$ cat src/rtl/cache_miss_ctrl.sv
// Byte-wide cache controller: read hits from cache, read misses fill a 2-way set via round-robin victim, writes go write-through.
// Latency (acceptance edge to resp_valid): read hit 2, write 3+N, read miss 5+N cycles (N = mem_req cycles before mem_ack).
// Backpressure: req_ready is high only in IDLE; requests arriving while busy are dropped, not queued.
// Ports: clk/reset (async active-low); req_* CPU request in, req_ready/resp_* out; cache_* lookup/write/fill
// interface to a 2-way cache; mem_* block-read / byte-write memory port; hit_count/miss_count saturating stats.
module cache_miss_ctrl (
  input  logic         clk,
  input  logic         reset,
  input  logic         req_valid,
  input  logic         req_write,
  input  logic [31:0]  req_addr,
  input  logic [7:0]   req_wdata,
  output logic         req_ready,
  output logic         resp_valid,
  output logic [7:0]   resp_data,
  output logic [31:0]  cache_addr,
  input  logic         cache_hit,
  input  logic [7:0]   cache_rdata,
  output logic         cache_wr,
  output logic [7:0]   cache_wbyte,
  output logic         cache_fill,
  output logic         cache_fill_way,
  output logic [255:0] cache_block,
  output logic         mem_req,
  output logic         mem_we,
  output logic [31:0]  mem_addr,
  output logic [7:0]   mem_wdata,
  input  logic         mem_ack,
  input  logic [255:0] mem_rdata,
  output logic [15:0]  hit_count,
  output logic [15:0]  miss_count
);

  localparam logic [2:0] IDLE   = 3'd0;
  localparam logic [2:0] LOOKUP = 3'd1;
  localparam logic [2:0] MEM_RD = 3'd2;
  localparam logic [2:0] FILL   = 3'd3;
  localparam logic [2:0] REPLAY = 3'd4;
  localparam logic [2:0] MEM_WR = 3'd5;
  localparam logic [2:0] RESP   = 3'd6;

  logic [2:0]   state;
  logic [31:0]  addr_q;
  logic         write_q;
  logic [7:0]   wdata_q;
  logic [7:0]   resp_data_q;
  logic [255:0] block_q;
  logic [7:0]   fifo_ptr;
  logic [15:0]  hit_cnt;
  logic [15:0]  miss_cnt;
  logic [2:0]   idx;

  assign idx = addr_q[7:5];

  // All strobes decode straight from state, so an async reset drops them
  // (including mem_req) in the same cycle and they can never overlap.
  assign req_ready      = (state == IDLE);
  assign resp_valid     = (state == RESP);
  assign resp_data      = resp_data_q;
  assign cache_addr     = addr_q;
  assign cache_wr       = (state == LOOKUP) && write_q && cache_hit;
  assign cache_wbyte    = wdata_q;
  assign cache_fill     = (state == FILL);
  assign cache_fill_way = (state == FILL) && fifo_ptr[idx];
  assign cache_block    = block_q;
  assign mem_req        = (state == MEM_RD) || (state == MEM_WR);
  assign mem_we         = (state == MEM_WR);
  assign mem_wdata      = (state == MEM_WR) ? wdata_q : 8'h00;
  assign hit_count      = hit_cnt;
  assign miss_count     = miss_cnt;

  // Reads fetch the whole 32-byte block; writes are byte-addressed.
  always_comb begin
    mem_addr = 32'h0;
    if (state == MEM_RD)
      mem_addr = {addr_q[31:5], 5'b0};
    else if (state == MEM_WR)
      mem_addr = addr_q;
  end

  always_ff @(posedge clk or negedge reset) begin
    if (!reset) begin
      state       <= IDLE;
      addr_q      <= 32'h0;
      write_q     <= 1'b0;
      wdata_q     <= 8'h00;
      resp_data_q <= 8'h00;
      block_q     <= 256'h0;
      fifo_ptr    <= 8'h00;
      hit_cnt     <= 16'h0;
      miss_cnt    <= 16'h0;
    end else begin
      case (state)
        IDLE: begin
          if (req_valid) begin
            addr_q  <= req_addr;
            write_q <= req_write;
            wdata_q <= req_wdata;
            state   <= LOOKUP;
          end
        end
        LOOKUP: begin
          if (cache_hit) begin
            if (hit_cnt != 16'hFFFF) hit_cnt <= hit_cnt + 16'd1;
          end else begin
            if (miss_cnt != 16'hFFFF) miss_cnt <= miss_cnt + 16'd1;
          end
          // Writes always go through to memory; no allocate on write miss.
          if (write_q) begin
            state <= MEM_WR;
          end else if (cache_hit) begin
            resp_data_q <= cache_rdata;
            state       <= RESP;
          end else begin
            state <= MEM_RD;
          end
        end
        MEM_RD: begin
          if (mem_ack) begin
            block_q <= mem_rdata;
            state   <= FILL;
          end
        end
        FILL: begin
          // Next miss on this index replaces the other way.
          fifo_ptr[idx] <= ~fifo_ptr[idx];
          state         <= REPLAY;
        end
        REPLAY: begin
          // Line was just filled, so the read is known to hit.
          resp_data_q <= cache_rdata;
          state       <= RESP;
        end
        MEM_WR: begin
          if (mem_ack) state <= RESP;
        end
        RESP: begin
          state <= IDLE;
        end
        default: begin
          state <= IDLE;
        end
      endcase
    end
  end

endmodule
$ cat config.mk
export PLATFORM = sky130hd
export DESIGN_NAME = cache_miss_ctrl
export DESIGN_NICKNAME = d
export VERILOG_FILES = /design/src/rtl/cache_miss_ctrl.sv
export SDC_FILE = /design/constraint.sdc
export NUM_CORES = 1
export LEC_CHECK = 0
export BUFFER_PORTS_ARGS = -buffer_cell sky130_fd_sc_hd__buf_2
export CAP_MARGIN = 10
export CORE_AREA = 8 8 263 265
export DETAILED_ROUTE_END_ITERATION = 16
export DIE_AREA = 0 0 271 273
export SLEW_MARGIN = 20
export SYNTH_ARGS = -nofsm -noshare
export SYNTH_HDL_FRONTEND = slang
export SYNTH_SLANG_ARGS = --single-unit
$ cat constraint.sdc
create_clock -name clk -period 4.4 [get_ports clk]
set_input_delay 0.66 -clock clk [delete_from_list [all_inputs] [get_ports clk]]
set_output_delay 0.66 -clock clk [all_outputs]
set_load 0.005 [all_outputs]
==> impl_metrics.csv <==
group,metric,value,unit
yosys,ys.flop_type,"dfrtp_1",
yosys,syn_inst,901,
power,switching_share,0.3123,
global_routing,grtUsageTotal,0.1159,
clock_tree,postCtsHoldBufs,0,
yosys,ys_types,43,
flow_run,maxCapViolCount,0,
clock_tree,clk_pin_slew,0.06,ns
power,power_frac_seq,0.413,
sta,worst_slew_pin_slew,0.9898,ns
cells_and_area,layout.nets,1914,
clock_tree,clk_latency,0.54,ns
die,initial_core_util,0.2115,
die,rows,94,
cells_and_area,drive_gt1_frac,0.6669,
yosys,syn_area_per_cell,15.27,µm²
setup_path,cp.required,3.74,ns
die,die_w,271,µm
sta,rsz0062_at_grt,"false",
setup_path,cp_max_fo,28,
yosys,ys_seq_area_frac,0.6330,
sta,fin_crit_sh,0.6994,
global_routing,grt_pass1_wl,68390,µm
detailed_routing,routedWlPerCell,18.21,µm
die,io_pins,693,
yosys,yosysWarnings,0,
global_routing,antenna_found_initial,7,
setup_path,worst-setup-path-type,"flip-flop to output pin",
power,power_per_cell_area,699.9,mW/mm²
clock_tree,cts_buffers,40,
cells_and_area,fin_area,0.01956,mm²
clock_tree,root_buffer,"clkbuf_16",
power,power.share.clock,0.243,
sta,final_max_slew_viol_count,0,
hold_path,hp-class,"input pin to asynchronous set/reset pin",
clock_tree,cts_resized,0,
clock_tree,cts_setup_buffers,0,
run_status,status,"complete, no violations",
global_routing,grt_max_degree,121,
detailed_routing,remaining_drc_errors,0,
sta,setup_viol,0,
yosys,synth_fp_nets,1213,
power,p_sw,4.275,mW
setup_path,startpoint_type,"flip-flop",
power,finalPower,13.69,mW
power,p_comb_frac,0.344,
sta,min_period,3.077,ns
clock_tree,htreeDepth,2,
clock_tree,numClockSinks,348,
cells_and_area,syn_to_final_growth,42.14,%
yosys,ys_seq_elements,348,
placed_design,hpwl,35440,µm
detailed_routing,viasPerCell,4.053,
die,die_y,273,µm
sta,setup_slack,1.323,ns
placed_design,placed_area,0.01823,mm²
placed_design,routabilityCongestion,0.8186,
sta,max_slew_margin,0.3402,
yosys,synth_area,0.01376,mm²
power,irDropWorstVdd,0.3752,mV
die,die-area,0.07398,mm²
power,p_int,9.412,mW
setup_path,end_kind,"output pin",
placed_design,port_buffers,692,
cells_and_area,instances_no_fill,2500,
sta,finalSetupTns,0,ns
detailed_routing,via_count,10130,
clock_tree,tritoncts,"yes",
clock_tree,clockBufferDepth,3,
placed_design,place_inst,2424,
die,core_region_area,0.06504,mm²
detailed_routing,first_pass_iters,4,
global_routing,overflow,0,
yosys,synth_edf_count,0,
sta,finalHoldViolCount,0,
yosys,async_flop_share,1.000,
sta,fmax,325.0,MHz
detailed_routing,final_antenna_net_count,0,
setup_path,worstPathArrival,2.42,ns
power,leakage,9.547,nW
sta,fin_skew,0.01280,ns
detailed_routing,routed_wirelength,45520,µm
global_routing,grt_pass1_vias,11370,
detailed_routing,drt_iter0_drc,414,
placed_design,pre_cts_ws,1.886,ns
-- metrics by stage --
step / util / hold slack, ns
global placement: 0.2802 / 0.4510
detailed placement: 0.2802 / 0.4579
finish: 0.3007 / 0.1880
floorplan: - / 0.3644
CTS: 0.3005 / 0.1891
global route: 0.3006 / 0.2229
-- layout make-up --
class                   instances  area (µm²)
fillers                      6616       45480
clock buffers                  59        1194
repair buffers                702        3598
diodes                          6       15.01
flip-flops and latches        348        8708
clock inverters                11       121.4
inverters                       6       22.52
multi-input cells             504        4816
well taps                     864        1081
-- per-layer routing --
layer / track usage / wire length, µm / vias to the layer above
met2: 0.2066 / 23660 / 455
li1: - / - / 4569
met4: 0.04466 / 1411 / 2
met1: 0.1243 / 16590 / 5021
met3: 0.04257 / 3847 / 86
met5: 0 / 13 / -
-- path summary, 6_finish.rpt --
path	endpoint	slack, ns	startpoint	cells after the start
max in group asynchronous	cache_block[141]$_DFFE_PN0P_	3.23	reset	2
setup reg to reg	cache_block[23]$_DFFE_PN0P_	2.01	state[1]$_DFFE_PN0P_	4
hold / removal	cache_addr[4]$_DFFE_PN0P_	0.19	reset	1
setup / recovery	mem_addr[30]	1.32	state[2]$_DFFE_PN0P_	5
min in group clk	write_q$_DFFE_PN0P_	0.34	req_write	3
hold reg to reg	fifo_ptr[0]$_DFFE_PN0P_	0.47	fifo_ptr[0]$_DFFE_PN0P_	1
-- synth_stat cells, types with 7 or more instances --
| cell | count | share of area |
|---|---|---|
| and2_1 | 15 | 0.0068 |
| buf_2 | 34 | 0.012 |
| dfrtp_1 | 348 | 0.63 |
| mux2_2 | 311 | 0.25 |
| nand2_1 | 14 | 0.0038 |
| nand3_1 | 10 | 0.0036 |
| nand4_1 | 7 | 0.0032 |
| nor2_1 | 14 | 0.0038 |
| nor2b_1 | 31 | 0.014 |
| nor3_1 | 13 | 0.0047 |
| xor2_1 | 26 | 0.017 |
-- power groups by stage --
stage / Combinational [mW] / Clock, mW / Sequential, mW
6_report: 4.71 / 3.32 / 5.65
4_1_cts: 4.85 / 3.48 / 5.67
3_5_place_dp: 4.84 / 0 / 5.69
2_1_floorplan: 2.23 / 0 / 5.65
5_1_grt: 5.14 / 3.60 / 5.87
3_3_place_gp: 4.73 / 0 / 5.64
-- registers in the layout, summed over array words and instances, names as in the netlist --
name	flops
cache_block	256
cache_addr	32
hit_count	16
miss_count	16
cache_wbyte	8
fifo_ptr	8
resp_data	8
state	3
write_q	1
-- cell families after synthesis --
group / after synthesis / share of synthesized area
compound gates: 17 / 0.007913
xor+xnor: 31 / 0.01973
mux: 314 / 0.2568
flops: 348 / 0.6330
fa+ha+maj: 2 / 0.001819
buf+inv: 49 / 0.01728
simple gates: 140 / 0.06348
-- cells in the final DEF, fill, tap and decap left out, types with 3 or more instances in the layout --
cell | netlist | final
nor2b_1 | 31 | 31
clkbuf_1 | 6 | 8
buf_2 | 34 | 691
nand3_1 | 10 | 10
nand2_1 | 14 | 14
nor4_1 | 4 | 4
nand4_1 | 7 | 7
xnor2_1 | 5 | 5
clkinv_2 | 0 | 4
nand3b_1 | 3 | 3
inv_6 | 0 | 3
nor2_1 | 14 | 14
dfrtp_1 | 348 | 348
diode_2 | 0 | 6
buf_12 | 0 | 4
inv_1 | 6 | 6
clkbuf_8 | 0 | 10
nor3_1 | 13 | 13
mux2_2 | 311 | 311
clkbuf_16 | 0 | 41
and4_1 | 3 | 3
a21oi_1 | 6 | 6
xor2_1 | 26 | 26
and3_1 | 3 | 3
buf_4 | 3 | 6
and2_1 | 15 | 13
nor3b_1 | 5 | 5
nor4_2 | 4 | 4
-- worst max-delay path: stages, from the launching register on --
cell and delay (ns):
dfrtp_1 0.61, and3b_1 0.60, nor2_1 0.10, buf_4 0.25, nor2b_1 0.16, buf_2 0.14
Note: power is estimated with default switching activity, not from simulation.
